[config.mk]
export PLATFORM = sky130hd
export DESIGN_NAME = toggle_fsm_bank
export DESIGN_NICKNAME = d
export VERILOG_FILES = /design/src/rtl/toggle_fsm_bank.sv
export SDC_FILE = /design/constraint.sdc
export NUM_CORES = 1
export LEC_CHECK = 0
export BUFFER_PORTS_ARGS = -buffer_cell sky130_fd_sc_hd__buf_2
export CAP_MARGIN = 0
export CORE_MARGIN = 2
export CORE_UTILIZATION = 40
export CTS_BUF_LIST = sky130_fd_sc_hd__clkbuf_4 sky130_fd_sc_hd__clkbuf_8
export DETAILED_ROUTE_END_ITERATION = 16
export GPL_ROUTABILITY_DRIVEN = 0
export PLACE_DENSITY = 0.69
export SETUP_SLACK_MARGIN = 0.02
export SYNTH_ARGS = -nofsm -noshare
export SYNTH_HDL_FRONTEND = slang
export SYNTH_SLANG_ARGS = --single-unit
export TNS_END_PERCENT = 30
[constraint.sdc]
create_clock -name clk -period 2.51 [get_ports clk]
set_input_delay 0.251 -clock clk [delete_from_list [all_inputs] [get_ports clk]]
set_output_delay 0.251 -clock clk [all_outputs]
set_load 0.005 [all_outputs]
[src/rtl/toggle_fsm_bank.sv]
// Bank of CH independent on/off toggle FSMs with LEVEL, EDGE and debounced HOLD qualification.
// Outputs are registered: per-channel state, one-cycle toggle pulses and an ON-channel count.
//
//   state | meaning
//   ------+-------------------------------
//   S_OFF | channel output y[i] = 0
//   S_ON  | channel output y[i] = 1
module toggle_fsm_bank #(
  parameter int CH   = 4,
  parameter int HOLD = 3
) (
  input  logic                       clk,
  input  logic                       rst,
  input  logic                       en,
  input  logic                       clr,
  input  logic [1:0]                 mode,
  input  logic [CH-1:0]              x,
  output logic [CH-1:0]              y,
  output logic [CH-1:0]              tgl,
  output logic [$clog2(CH+1)-1:0]    on_cnt
);

  localparam int CNT_W = $clog2(HOLD + 1);
  localparam int ON_W  = $clog2(CH + 1);

  typedef enum logic {S_OFF = 1'b0, S_ON = 1'b1} state_t;
  typedef enum logic [1:0] {M_LEVEL = 2'b00, M_EDGE = 2'b01, M_HOLD = 2'b10, M_FREEZE = 2'b11} mode_t;

  state_t           s        [CH];
  state_t           s_nxt    [CH];
  logic [CNT_W-1:0] cnt      [CH];
  logic [CNT_W-1:0] cnt_nxt  [CH];
  logic [CH-1:0]    lock;
  logic [CH-1:0]    lock_nxt;
  logic [CH-1:0]    x_q;
  logic [1:0]       mode_q;
  logic             mode_chg;
  logic [ON_W-1:0]  on_nxt;

  assign mode_chg = (mode != mode_q);

  // Press progress (cnt/lock) defaults to cleared; only an uninterrupted HOLD press keeps it.
  always_comb begin
    on_nxt = '0;
    for (int i = 0; i < CH; i++) begin
      s_nxt[i]    = s[i];
      cnt_nxt[i]  = '0;
      lock_nxt[i] = 1'b0;
      if (!clr && en) begin
        unique case (mode_t'(mode))
          M_LEVEL: begin
            if (x[i]) s_nxt[i] = (s[i] == S_ON) ? S_OFF : S_ON;
          end
          M_EDGE: begin
            if (x[i] && !x_q[i]) s_nxt[i] = (s[i] == S_ON) ? S_OFF : S_ON;
          end
          M_HOLD: begin
            if (!mode_chg && x[i]) begin
              if (lock[i]) begin
                lock_nxt[i] = 1'b1;
              end else if (cnt[i] == CNT_W'(HOLD - 1)) begin
                s_nxt[i]    = (s[i] == S_ON) ? S_OFF : S_ON;
                lock_nxt[i] = 1'b1;
              end else begin
                cnt_nxt[i] = cnt[i] + CNT_W'(1);
              end
            end
          end
          M_FREEZE: ;
          default: ;
        endcase
      end
      if (clr) s_nxt[i] = S_OFF;
      on_nxt = on_nxt + ON_W'(s_nxt[i] == S_ON);
    end
  end

  always_ff @(posedge clk or posedge rst) begin
    if (rst) begin
      for (int i = 0; i < CH; i++) begin
        s[i]   <= S_OFF;
        cnt[i] <= '0;
      end
      lock   <= '0;
      x_q    <= '0;
      mode_q <= 2'b00;
      tgl    <= '0;
      on_cnt <= '0;
    end else begin
      for (int i = 0; i < CH; i++) begin
        s[i]   <= s_nxt[i];
        cnt[i] <= cnt_nxt[i];
        tgl[i] <= !clr && (s_nxt[i] != s[i]);
      end
      lock   <= lock_nxt;
      x_q    <= x;
      mode_q <= mode;
      on_cnt <= on_nxt;
    end
  end

  always_comb begin
    for (int i = 0; i < CH; i++) y[i] = (s[i] == S_ON);
  end

endmodule
### Word level (Yosys, flattened, before mapping)

Cells that the tools add are included.
Widths: inputs -> output; s select.

| storage, ports and cells | value |
|---|---|
| register bits | 29 |
| output and inout port bits | 11 |

| operators by class | value |
|---|---|
| add/subtract/negate cells | 7 |
| equality and inequality tests | 11 |
| muxes and demuxes | 76 |
| reductions and logical operators | 20 |

Operators by type and width:

| cell | number |
|---|---|
| $mux 1 | 52 |
| $mux 2 | 20 |
| $logic_and 1x1->1 | 13 |
| $pmux 1 s3 | 4 |
| $eq 2x2->1 const B | 5 |
| $add 2x1->2 const B | 4 |
| $logic_not 1->1 | 6 |
| $ne 1x1->1 | 4 |
| $add 2x1->3 | 1 |
| $add 3x1->3 | 1 |
| $add 1x1->2 | 1 |
| $eq 2x1->1 const B | 1 |
| $logic_not 2->1 | 1 |
| $ne 2x2->1 | 1 |

### Logic depth before layout (Yosys ltp)

Gate-level depths: netlist of run 1.

| depth | value |
|---|---|
| depth in word-level cells | 10 |
| mapped depth | 8 |
| gate-level depth less buffers | 7 |

### Least setup slack after synthesis of run 1

OpenSTA, ideal clock, no wires.

| path | value |
|---|---|
| path type | register to register |
| start | reg mode_q[1] |
| end | reg on_cnt[1] |
| path slack | -0.013 ns |
| arrival time | 2.397 ns |
| stages on the path, launching flop included | 8 |
| library setup time | 0.126 ns |
| cell sequence | dfrtp_1 xor2_1 o31a_1 o311a_1 a211oi_1 fa_1 ha_1 ha_1 |

RTL lines:

| item | line | source |
|---|---|---|
| start, declared | 36 | `logic [1:0] mode_q;` |
| start signal, assigned | 97 | `mode_q <= mode;` |
| end signal, assigned | 98 | `on_cnt <= on_nxt;` |
| end, declared | 20 | `output logic [$clog2(CH+1)-1:0] on_cnt` |

==> results.json, run 1 <==
{
  "syn_area_mm2": 0.00140,
  "cts_tree": "built",
  "crit_family": "compound AO/OA/AOI/OAI gates",
  "dp_slack_ns": -0.0142,
  "slew_headroom_pct": 72.1,
  "finalSetupViolCount": 1,
  "pwr_density_cell_mw_per_mm2": 499,
  "fin_crit_ns": 2.53,
  "highest_layer": "met4",
  "grt_max_degree": 30,
  "tightest_slew_ns": 0.414,
  "syn2layout_area_growth_pct": 23.4,
  "final_common_cell": "dfrtp_1",
  "multi_input_area_um2": 657,
  "synth_top_area_share_pct": 51.8,
  "die_h_um": 63.2,
  "antenna_left": 0,
  "synth_edf_count": 0,
  "n_fill_cell": 325,
  "outcome": "complete, but fails checks",
  "required_ns": 2.78,
  "synthArstFlopShare_pct": 100,
  "arrival_ns": 2.80,
  "cp_slowest_cell": "fa_1",
  "slew_viol_final": 0,
  "clock.fmax_ghz": 0.395,
  "synth-seq-area-share_pct": 51.8,
  "cp-start-kind": "flop",
  "cts_max_path_buffers": 2,
  "yosysTopAreaCell": "dfrtp_1",
  "worstHoldStart": "x[3]",
  "synth_seq_cells": 29,
  "syn_area_per_cell_um2": 11.4,
  "final_cell_area_mm2": 0.00173,
  "h-tree-depth": 2,
  "cp-startpoint": "mode_q[1]$_DFF_PP0_",
  "grt_pass1_vias": 1090,
  "insertion_delay_ns": 0.32,
  "r2r-start": "mode_q[1]$_DFF_PP0_",
  "grt_usage_pct": 16.4,
  "synth_nets": 136,
  "whs_ns": 0.0769,
  "hold_path_class": "in -> reg",
  "ys_warn_count": 0,
  "final_net_count": 173,
  "cts.sinks": 29,
  "grt_first_pass_wirelength_um": 5040,
  "failed_checks": "negative setup slack",
  "crit_chain": "xor2_2 -> o31a_1 -> o311a_1 -> a211oi_2 -> fa_1 -> ha_2 -> ha_4",
  "synth_cell_types": 38,
  "m1WireLength_um": 1250,
  "drt_iter0_drc": 32,
  "cp_slowest_stage_delay_ns": 0.47,
  "diodes": 0,
  "synth_flop_cell": "dfrtp_1",
  "postPlaceCellArea_mm2": 0.00162,
  "mostFrequentLayoutCells": "29 x dfrtp_1, 20 x buf_2, 12 x buf_4",
  "timing.final.crit_share_pct": 101,
  "drcViolationCount": 0,
  "rows": 21,
  "synth.area.top_cells": "dfrtp_1 52%, nor4_1 2.7%, xnor2_1 2.5%, inv_1 2.4%, nand4bb_1 2.4%",
  "die_w_um": 63.2,
  "core_area_mm2": 0.00336,
  "first_pass_iters": 4,
  "drive_above_1_share_pct": 31.7,
  "critPathCaptureType": "flop",
  "wl_per_cell_um": 14.4,
  "max_cap_viol_count": 0,
  "fin_skew_ns": 0.0112,
  "dp_hpwl_um": 2180,
  "grt_overflow": 0,
  "design.die.area_mm2": 0.00399,
  "hold_viol_final": 0,
  "cts.clk_slew.worst_paths_ns": 0.09,
  "start_util_pct": 41.7,
  "seq_area_um2": 726,
  "cts_made_buffers": 5,
  "antenna_found_initial": 0,
  "wl_met2_um": 1560,
  "dr_wl_met3_um": 137,
  "criticalPathCategory": "reg -> reg",
  "fin_ws_ns": -0.0207,
  "syn-instance-count": 123,
  "rsz0062_at_grt": "yes",
  "io_buffers": 20,
  "ios": 21,
  "path_buf_inv": 0,
  "routed_wl_um": 2970,
  "p_leak_nw": 0.799,
  "ir_worst_vdd_v": 0.000330,
  "dr_total_vias": 1098,
  "vias_per_cell": 5.30,
  "cp_max_fo": 4,
  "clockRootBuffer": "clkbuf_4"
}
## worst register-to-register path: stages (launching register included)
cell and delay, ns:
dfrtp_1 0.42, xor2_2 0.19, o31a_1 0.33, o311a_1 0.32, a211oi_2 0.31, fa_1 0.47, ha_2 0.20, ha_4 0.25
## through the flow
step / setup TNS [ns] / power [mW] / std cells / util (%)
after floorplan: 0 / 0.551 / 123 / -
after detailed placement: -0.0142 / 0.591 / 196 / 48.2
after global placement: 0 / 0.588 / 196 / 48.2
final: -0.0207 / 0.863 / 207 / 51.4
after global routing: -0.160 / 0.904 / 207 / 51.4
after CTS: 0 / 0.866 / 205 / 50.3
## cells in the mapped netlist (all sizes together) (3+ instances only)
cell type  instances
nand2              8
o21a               3
a21oi              5
nor2               5
nand4bb            3
o41ai              3
o311a              3
o21ai              4
nor3               3
nor3b              3
nor4               6
a21boi             4
buf                3
xnor2              4
nand2b             5
dfrtp             29
inv                9
## repair_timing
item / CTS / global route
setup buffers: 0 / 2
hold endpoints to repair: 29 / 0
gates resized for setup: 1 / 3
pin swaps: 0 / 5
hold buffers: 1 / 0
setup endpoints to repair: 1 / 1
## flip-flops by register name, indices dropped and copies added, names as in the netlist
register,count
on_cnt,3
tgl,4
lock,4
mode_q,2
y,4
cnt,8
x_q,4
## final cells by class
cell class / count / share of cell area, %
flip-flops and latches: 29 / 42.0
inverters: 9 / 1.95
clock buffers: 6 / 2.60
clock inverters: 2 / 0.579
repair buffers: 33 / 11.6
well taps: 46 / 3.33
multi-input cells: 82 / 38.0
## layer usage
| metal | vias to the layer above | global-route usage, % |
|---|---|---|
| li1 | 528 | - |
| met5 | - | 0 |
| met2 | 23 | 27.7 |
| met4 | 0 | 5.43 |
| met3 | 5 | 4.46 |
| met1 | 542 | 20.3 |
## where the power goes
| part | total, mW | leakage, nW | internal [mW] | switching, mW |
|---|---|---|---|---|
| Clock | 0.274 | 0.0354 | 0.117 | 0.157 |
| Sequential | 0.484 | 0.389 | 0.477 | 0.00718 |
| Combinational | 0.104 | 0.374 | 0.0452 | 0.0593 |
## worst paths after layout
path	end	slack (ns)	cells after the start
max	on_cnt[1]$_DFF_PP0_	-0.02	7
min reg2reg	cnt[0]$_DFF_PP0_	0.46	1
min	x_q[3]$_DFF_PP0_	0.08	1
max in group asynchronous	mode_q[1]$_DFF_PP0_	1.71	4
max reg2reg	on_cnt[1]$_DFF_PP0_	-0.02	7
min in group asynchronous	tgl[3]$_DFF_PP0_	0.52	4
## kinds of logic (layout without fill, tap and decap cells)
kind of cell    count (synthesis)  in the layout  synth area share [%]
simple gates                   41             41                  19.5
compound gates                 32             32                  18.1
flops                          29             29                  51.8
buf+inv                        12             50                  3.66
xor+xnor                        6              6                  3.75
fa+ha+maj                       3              3                  3.21
(Power assumes the default switching activity.)
==> run 2: changes to the inputs <==
--- a/config.mk
+++ b/config.mk
@@ -8,11 +8,11 @@
 export BUFFER_PORTS_ARGS = -buffer_cell sky130_fd_sc_hd__buf_2
 export CAP_MARGIN = 0
 export CORE_MARGIN = 2
-export CORE_UTILIZATION = 40
+export CORE_UTILIZATION = 45
 export CTS_BUF_LIST = sky130_fd_sc_hd__clkbuf_4 sky130_fd_sc_hd__clkbuf_8
 export DETAILED_ROUTE_END_ITERATION = 16
 export GPL_ROUTABILITY_DRIVEN = 0
-export PLACE_DENSITY = 0.69
+export PLACE_DENSITY = 0.75
 export SETUP_SLACK_MARGIN = 0.02
 export SYNTH_ARGS = -nofsm -noshare
 export SYNTH_HDL_FRONTEND = slang
==> run 2 against run 1 <==
The flow now finishes without violations. Clock-buffer cell count up 1. Critical path depth increased by 1. Final cell count down 5.8%. Global-route usage up 1.7 points. First-iteration DRC count up 13%. Power up 2.2%. Sequential cell count did not move. Utilization up 6.5 points. Via count decreased by 0.64%. Clock skew shrank 0.0057 ns. Critical path type unchanged. Largest cell class unchanged. Largest power group unchanged. Highest routed layer unchanged.
==> results.json, run 2 (synthesis results as in run 1) <==
{
  "final_common_cell": "dfrtp_1",
  "drcViolationCount": 0,
  "ios": 21,
  "max_cap_viol_count": 0,
  "cp-start-kind": "flop",
  "start_util_pct": 46.7,
  "first_pass_iters": 6,
  "cp_slowest_cell": "fa_1",
  "drive_above_1_share_pct": 32.7,
  "intPower_mw": 0.667,
  "grt_usage_pct": 18.1,
  "syn2layout_area_growth_pct": 24.2,
  "fin_util_pct": 58.0,
  "clock.fmax_ghz": 0.412,
  "p_leak_nw": 0.807,
  "critPathCaptureType": "flop",
  "n_fill_cell": 251,
  "outcome": "finished, final reports clean",
  "finalSetupViolCount": 0,
  "h-tree-depth": 2,
  "dr_total_vias": 1091,
  "clockRootBuffer": "clkbuf_4",
  "arrival_ns": 2.70,
  "cts_tree": "built",
  "final_cell_area_mm2": 0.00174,
  "dp_hpwl_um": 2040,
  "top_register": "cnt",
  "rows": 20,
  "final_net_count": 175,
  "required_ns": 2.78,
  "io_buffers": 20,
  "grt_pass1_vias": 1051,
  "timing.final.crit_share_pct": 96.6,
  "p_seq_share_pct": 54.8,
  "wl_per_cell_um": 14.5,
  "cts.sinks": 29,
  "antenna_left": 0,
  "core_area_mm2": 0.00300,
  "cp_slowest_stage_delay_ns": 0.46,
  "insertion_delay_ns": 0.32,
  "largest_register_ffs": 8,
  "cp_max_fo": 4,
  "antenna_found_initial": 0,
  "switching_share_pct": 24.3,
  "fin_skew_ns": 0.00549,
  "die_w_um": 59.8,
  "routed_wl_um": 2830,
  "ir_worst_vdd_v": 0.000266,
  "grt_overflow": 0,
  "hold_viol_final": 0,
  "hold_path_class": "in -> reg",
  "power_switching_mw": 0.214,
  "design.die.area_mm2": 0.00358,
  "ff2ff_setup_slack_ns": 0.09,
  "criticalPathCategory": "reg -> reg",
  "cts.clk_slew.worst_paths_ns": 0.08,
  "drt_iter0_drc": 36,
  "vias_per_cell": 5.59,
  "cts_max_path_buffers": 2,
  "diodes": 0,
  "die_h_um": 59.8,
  "mostFrequentLayoutCells": "29 x dfrtp_1, 20 x buf_2, 14 x buf_4",
  "crit_chain": "buf_4 -> nand4bb_1 -> o31a_1 -> o311a_1 -> a211oi_2 -> fa_1 -> ha_2 -> ha_4",
  "slew_viol_final": 0,
  "tightest_slew_ns": 0.377,
  "combPwrFrac_pct": 12.3,
  "power_frac_clock_pct": 32.9,
  "pwr_density_cell_mw_per_mm2": 506,
  "slew_headroom_pct": 74.5,
  "finalSetupTns_ns": 0,
  "cts_made_buffers": 5,
  "grt_first_pass_wirelength_um": 4690,
  "postPlaceCellArea_mm2": 0.00160,
  "fin_crit_ns": 2.42,
  "grt_max_degree": 30
}
==> run 2: final cells by class <==
cell class | count | area [µm²] | share of cell area [%]
repair buffers | 35 | 215 | 12.4
well taps | 33 | 41.3 | 2.37
inverters | 9 | 33.8 | 1.94
multi-input cells | 82 | 666 | 38.2
flip-flops and latches | 29 | 726 | 41.7
clock buffers | 7 | 58.8 | 3.38
==> run 2: power by group through the flow <==
stage | sequential (mW) | combinational [mW] | clock [mW]
after floorplan | 0.493 | 0.0578 | 0
after CTS | 0.483 | 0.104 | 0.301
after global placement | 0.493 | 0.0932 | 0
after global routing | 0.485 | 0.119 | 0.322
after detailed placement | 0.493 | 0.0967 | 0
final | 0.483 | 0.108 | 0.290
==> run 2: stage by stage <==
step,power [mW],cells,hold slack [ns],worst slack [ns]
global route,0.925,195,0.0650,-0.0179
detailed placement,0.590,182,0.333,-0.111
floorplan,0.551,123,0.282,0.0407
CTS,0.888,193,0.0581,0.0166
global placement,0.586,182,0.327,0.00884
finish,0.881,195,0.0686,0.0850
==> run 2: path summary, 6_finish.rpt <==
check | endpoint | from | cells after the start
setup reg to reg | on_cnt[1]$_DFF_PP0_ | mode_q[1]$_DFF_PP0_ | 8
max in group asynchronous | lock[1]$_DFF_PP0_ | rst | 4
min in group asynchronous | cnt[2]$_DFF_PP0_ | rst | 4
setup / recovery | on_cnt[1]$_DFF_PP0_ | mode_q[1]$_DFF_PP0_ | 8
hold / removal | x_q[3]$_DFF_PP0_ | x[3] | 1
hold reg to reg | cnt[1]$_DFF_PP0_ | cnt[1]$_DFF_PP0_ | 1
==> run 2: critical path, delay by kind of cell (launching register included) <==
kind,cells,cell delay (ns)
simple gates,1,0.18
compound gates,3,0.74
fa+ha+maj,3,0.91
flops,1,0.39
buf+inv,1,0.14
==> run 2: what timing repair did <==
item                                   CTS  global route
hold buffers                             1             0
pin swaps                                5             3
endpoints found under the hold margin   29             0
setup endpoints to repair                2             3
gates resized for setup                  3             3
setup buffers                            3             2
cloned                                   0             0
==> run 2: routing by layer <==
| layer | part of all wire [%] | GRT usage (%) |
|---|---|---|
| met3 | 7.1 | 6.28 |
| met2 | 49 | 27.8 |
| met5 | 0 | 0 |
| met4 | 2.5 | 9.84 |
| met1 | 42 | 22.1 |
==> run 3: changes to the inputs <==
--- a/config.mk
+++ b/config.mk
@@ -5,8 +5,10 @@
 export SDC_FILE = /design/constraint.sdc
 export NUM_CORES = 1
 export LEC_CHECK = 0
+export ABC_AREA = 1
 export BUFFER_PORTS_ARGS = -buffer_cell sky130_fd_sc_hd__buf_2
 export CAP_MARGIN = 0
+export CORE_ASPECT_RATIO = 1.75
 export CORE_MARGIN = 2
 export CORE_UTILIZATION = 45
 export CTS_BUF_LIST = sky130_fd_sc_hd__clkbuf_4 sky130_fd_sc_hd__clkbuf_8
==> run 3 against run 2 <==
Synthesized cell count is 50% higher. Final area is 1.1% lower. Final cell count is 31% higher. Sequential power grew 6.4%. Wire length up 8.2%. Synthesized area up 3.6%. Global-route usage increased by 2.2 points. Clock-buffer cell count is the same. Setup slack better by 0.12 ns. Combinational power up 56%.
==> results.json, run 3 <==
{
  "vias_per_cell": 5.07,
  "globalRouteMet3Util_pct": 5.45,
  "ios": 21,
  "syn2layout_area_growth_pct": 18.6,
  "drive_above_1_share_pct": 16.0,
  "outcome": "finished, final reports clean",
  "synth_cell_types": 16,
  "drcViolationCount": 0,
  "cp-startpoint": "mode_q[1]$_DFF_PP0_",
  "top_register": "cnt",
  "finalSetupViolCount": 0,
  "rows": 27,
  "yosys-top-cells-count": "63 x nand2_1, 29 x dfrtp_1, 24 x inv_1",
  "r2r-start": "mode_q[1]$_DFF_PP0_",
  "postPlaceCellArea_mm2": 0.00161,
  "cts_max_path_buffers": 2,
  "arrival_ns": 2.46,
  "final_cell_area_mm2": 0.00172,
  "hold_path_class": "in -> async",
  "cp-start-kind": "flop",
  "cts.clk_slew.worst_paths_ns": 0.06,
  "synth.area.top_cells": "dfrtp_1 50%, nand2_1 16%, nand3_1 6.9%, inv_1 6.2%, a21oi_1 4.5%",
  "routed_wl_um": 3060,
  "io_buffers": 20,
  "synth-seq-area-share_pct": 50.0,
  "wl_per_cell_um": 11.9,
  "post-synth-top-count-cell": "nand2_1",
  "criticalPathCategory": "reg -> reg",
  "synth_nets": 198,
  "gr-usage-met2_pct": 31.2,
  "finalSetupTns_ns": 0,
  "grt_usage_pct": 20.3,
  "n_fill_cell": 317,
  "drt_iter0_drc": 32,
  "timing.final.crit_share_pct": 92.0,
  "core_area_mm2": 0.00311,
  "fin_crit_ns": 2.31,
  "synth_flop_cell": "dfrtp_1",
  "grt_pass1_vias": 1202,
  "tightest_slew_ns": 0.425,
  "largest_register_ffs": 8,
  "multi_input_area_um2": 654,
  "max_cap_viol_count": 0,
  "ys_warn_count": 0,
  "synth_edf_count": 0,
  "cp_max_fo": 5,
  "dr_total_vias": 1298,
  "synthArstFlopShare_pct": 100,
  "grt_max_degree": 30,
  "die_w_um": 46.9,
  "pwr_density_cell_mw_per_mm2": 621,
  "use_met1_pct": 24.7,
  "cts.sinks": 29,
  "p_leak_nw": 0.903,
  "final_net_count": 226,
  "seq_area_um2": 726,
  "slew_headroom_pct": 71.5,
  "ir_worst_vdd_v": 0.000476,
  "busiest_layer": "met2",
  "fin_skew_ns": 0.00224,
  "design.die.area_mm2": 0.00371,
  "hold_viol_final": 0,
  "slew_viol_final": 0,
  "antenna_left": 0,
  "critPathCaptureType": "flop",
  "final_common_cell": "nand2_1",
  "diodes": 0,
  "rsz0062_at_grt": "no",
  "cts_made_buffers": 5,
  "h-tree-depth": 2,
  "first_pass_iters": 4,
  "synth_top_area_share_pct": 50.0,
  "mostFrequentLayoutCells": "63 x nand2_1, 29 x dfrtp_1, 24 x inv_1",
  "insertion_delay_ns": 0.27,
  "clock.fmax_ghz": 0.433,
  "yosysTopAreaCell": "dfrtp_1",
  "start_util_pct": 46.7,
  "syn-instance-count": 185,
  "grt_first_pass_wirelength_um": 5300,
  "required_ns": 2.67,
  "synth_seq_cells": 29,
  "syn_area_mm2": 0.00145,
  "antenna_found_initial": 0,
  "grt_overflow": 0,
  "syn_area_per_cell_um2": 7.85,
  "die_h_um": 79.1,
  "cts_tree": "built",
  "dp_hpwl_um": 2330,
  "clockRootBuffer": "clkbuf_8"
}
-- run 3: final timing paths --
check	end	slack (ns)	depth (start not counted)
setup / recovery	on_cnt[1]$_DFF_PP0_	0.20	10
hold / removal	tgl[1]$_DFF_PP0_	0.04	3
setup reg to reg	on_cnt[1]$_DFF_PP0_	0.20	10
hold reg to reg	cnt[2]$_DFF_PP0_	0.42	1
max in group asynchronous	tgl[2]$_DFF_PP0_	2.20	3
min in group clk	x_q[2]$_DFF_PP0_	0.12	1
-- run 3: area by class of cell --
type / count / area share, %
Sequential cell: 29 / 42.2
Timing Repair Buffer: 21 / 6.25
Tap cell: 43 / 3.13
Multi-Input combinational cell: 132 / 38.0
Inverter: 24 / 5.23
Clock buffer: 7 / 5.23
-- run 3: kinds of logic after synthesis --
kind of cell             count (synthesis)  synth area share, %
AO/OA/AOI/OAI                           24                 9.66
flip-flops                              29                 50.0
buffers and inverters                   24                 6.21
XOR/XNOR                                 1                 1.12
adder cells (fa/ha/maj)                  3                 3.10
AND/OR/NAND/NOR                        104                 29.9
-- run 3: worst max-delay path: stages, from the launching register on --
cell     delay, ns
dfrtp_1       0.37
nand2_1       0.07
nand2_1       0.16
nand2_2       0.17
nor2_1        0.07
nand2_1       0.06
nand3_1       0.10
a21oi_1       0.26
fa_1          0.46
ha_1          0.20
ha_1          0.27
-- run 3: layer usage --
layer / part of all wire [%] / vias up
met1: 40 / 611
met5: 0 / -
met2: 53 / 25
li1: - / 654
met4: 2.8 / 0
met3: 4.2 / 8
-- run 3: timing repair --
item,4_1_cts,5_1_grt
hold buffers,0,0
hold endpoints to repair,0,0
resized for setup,0,3
setup endpoints to repair,0,1
buffers inserted,0,0
-- run 3: report_power, final --
part           switching [mW]  internal [mW]  leakage, nW
Clock                   0.159          0.228       0.0477
Combinational           0.105         0.0637        0.475
Sequential             0.0179          0.496        0.380
Total                   0.281          0.787        0.903
-- run 3: stage by stage --
| stage | setup WS [ns] | hold slack [ns] | instances | utilization, % | total power, mW |
|---|---|---|---|---|---|
| floorplan | 0.414 | 0.282 | 185 | - | 0.621 |
| global placement | 0.144 | 0.333 | 249 | 51.9 | 0.686 |
| detailed placement | 0.114 | 0.347 | 249 | 51.9 | 0.687 |
| CTS | 0.136 | 0.0488 | 256 | 54.8 | 1.08 |
| global route | 0.0393 | 0.0683 | 256 | 55.4 | 1.13 |
| finish | 0.202 | 0.0354 | 256 | 55.4 | 1.07 |
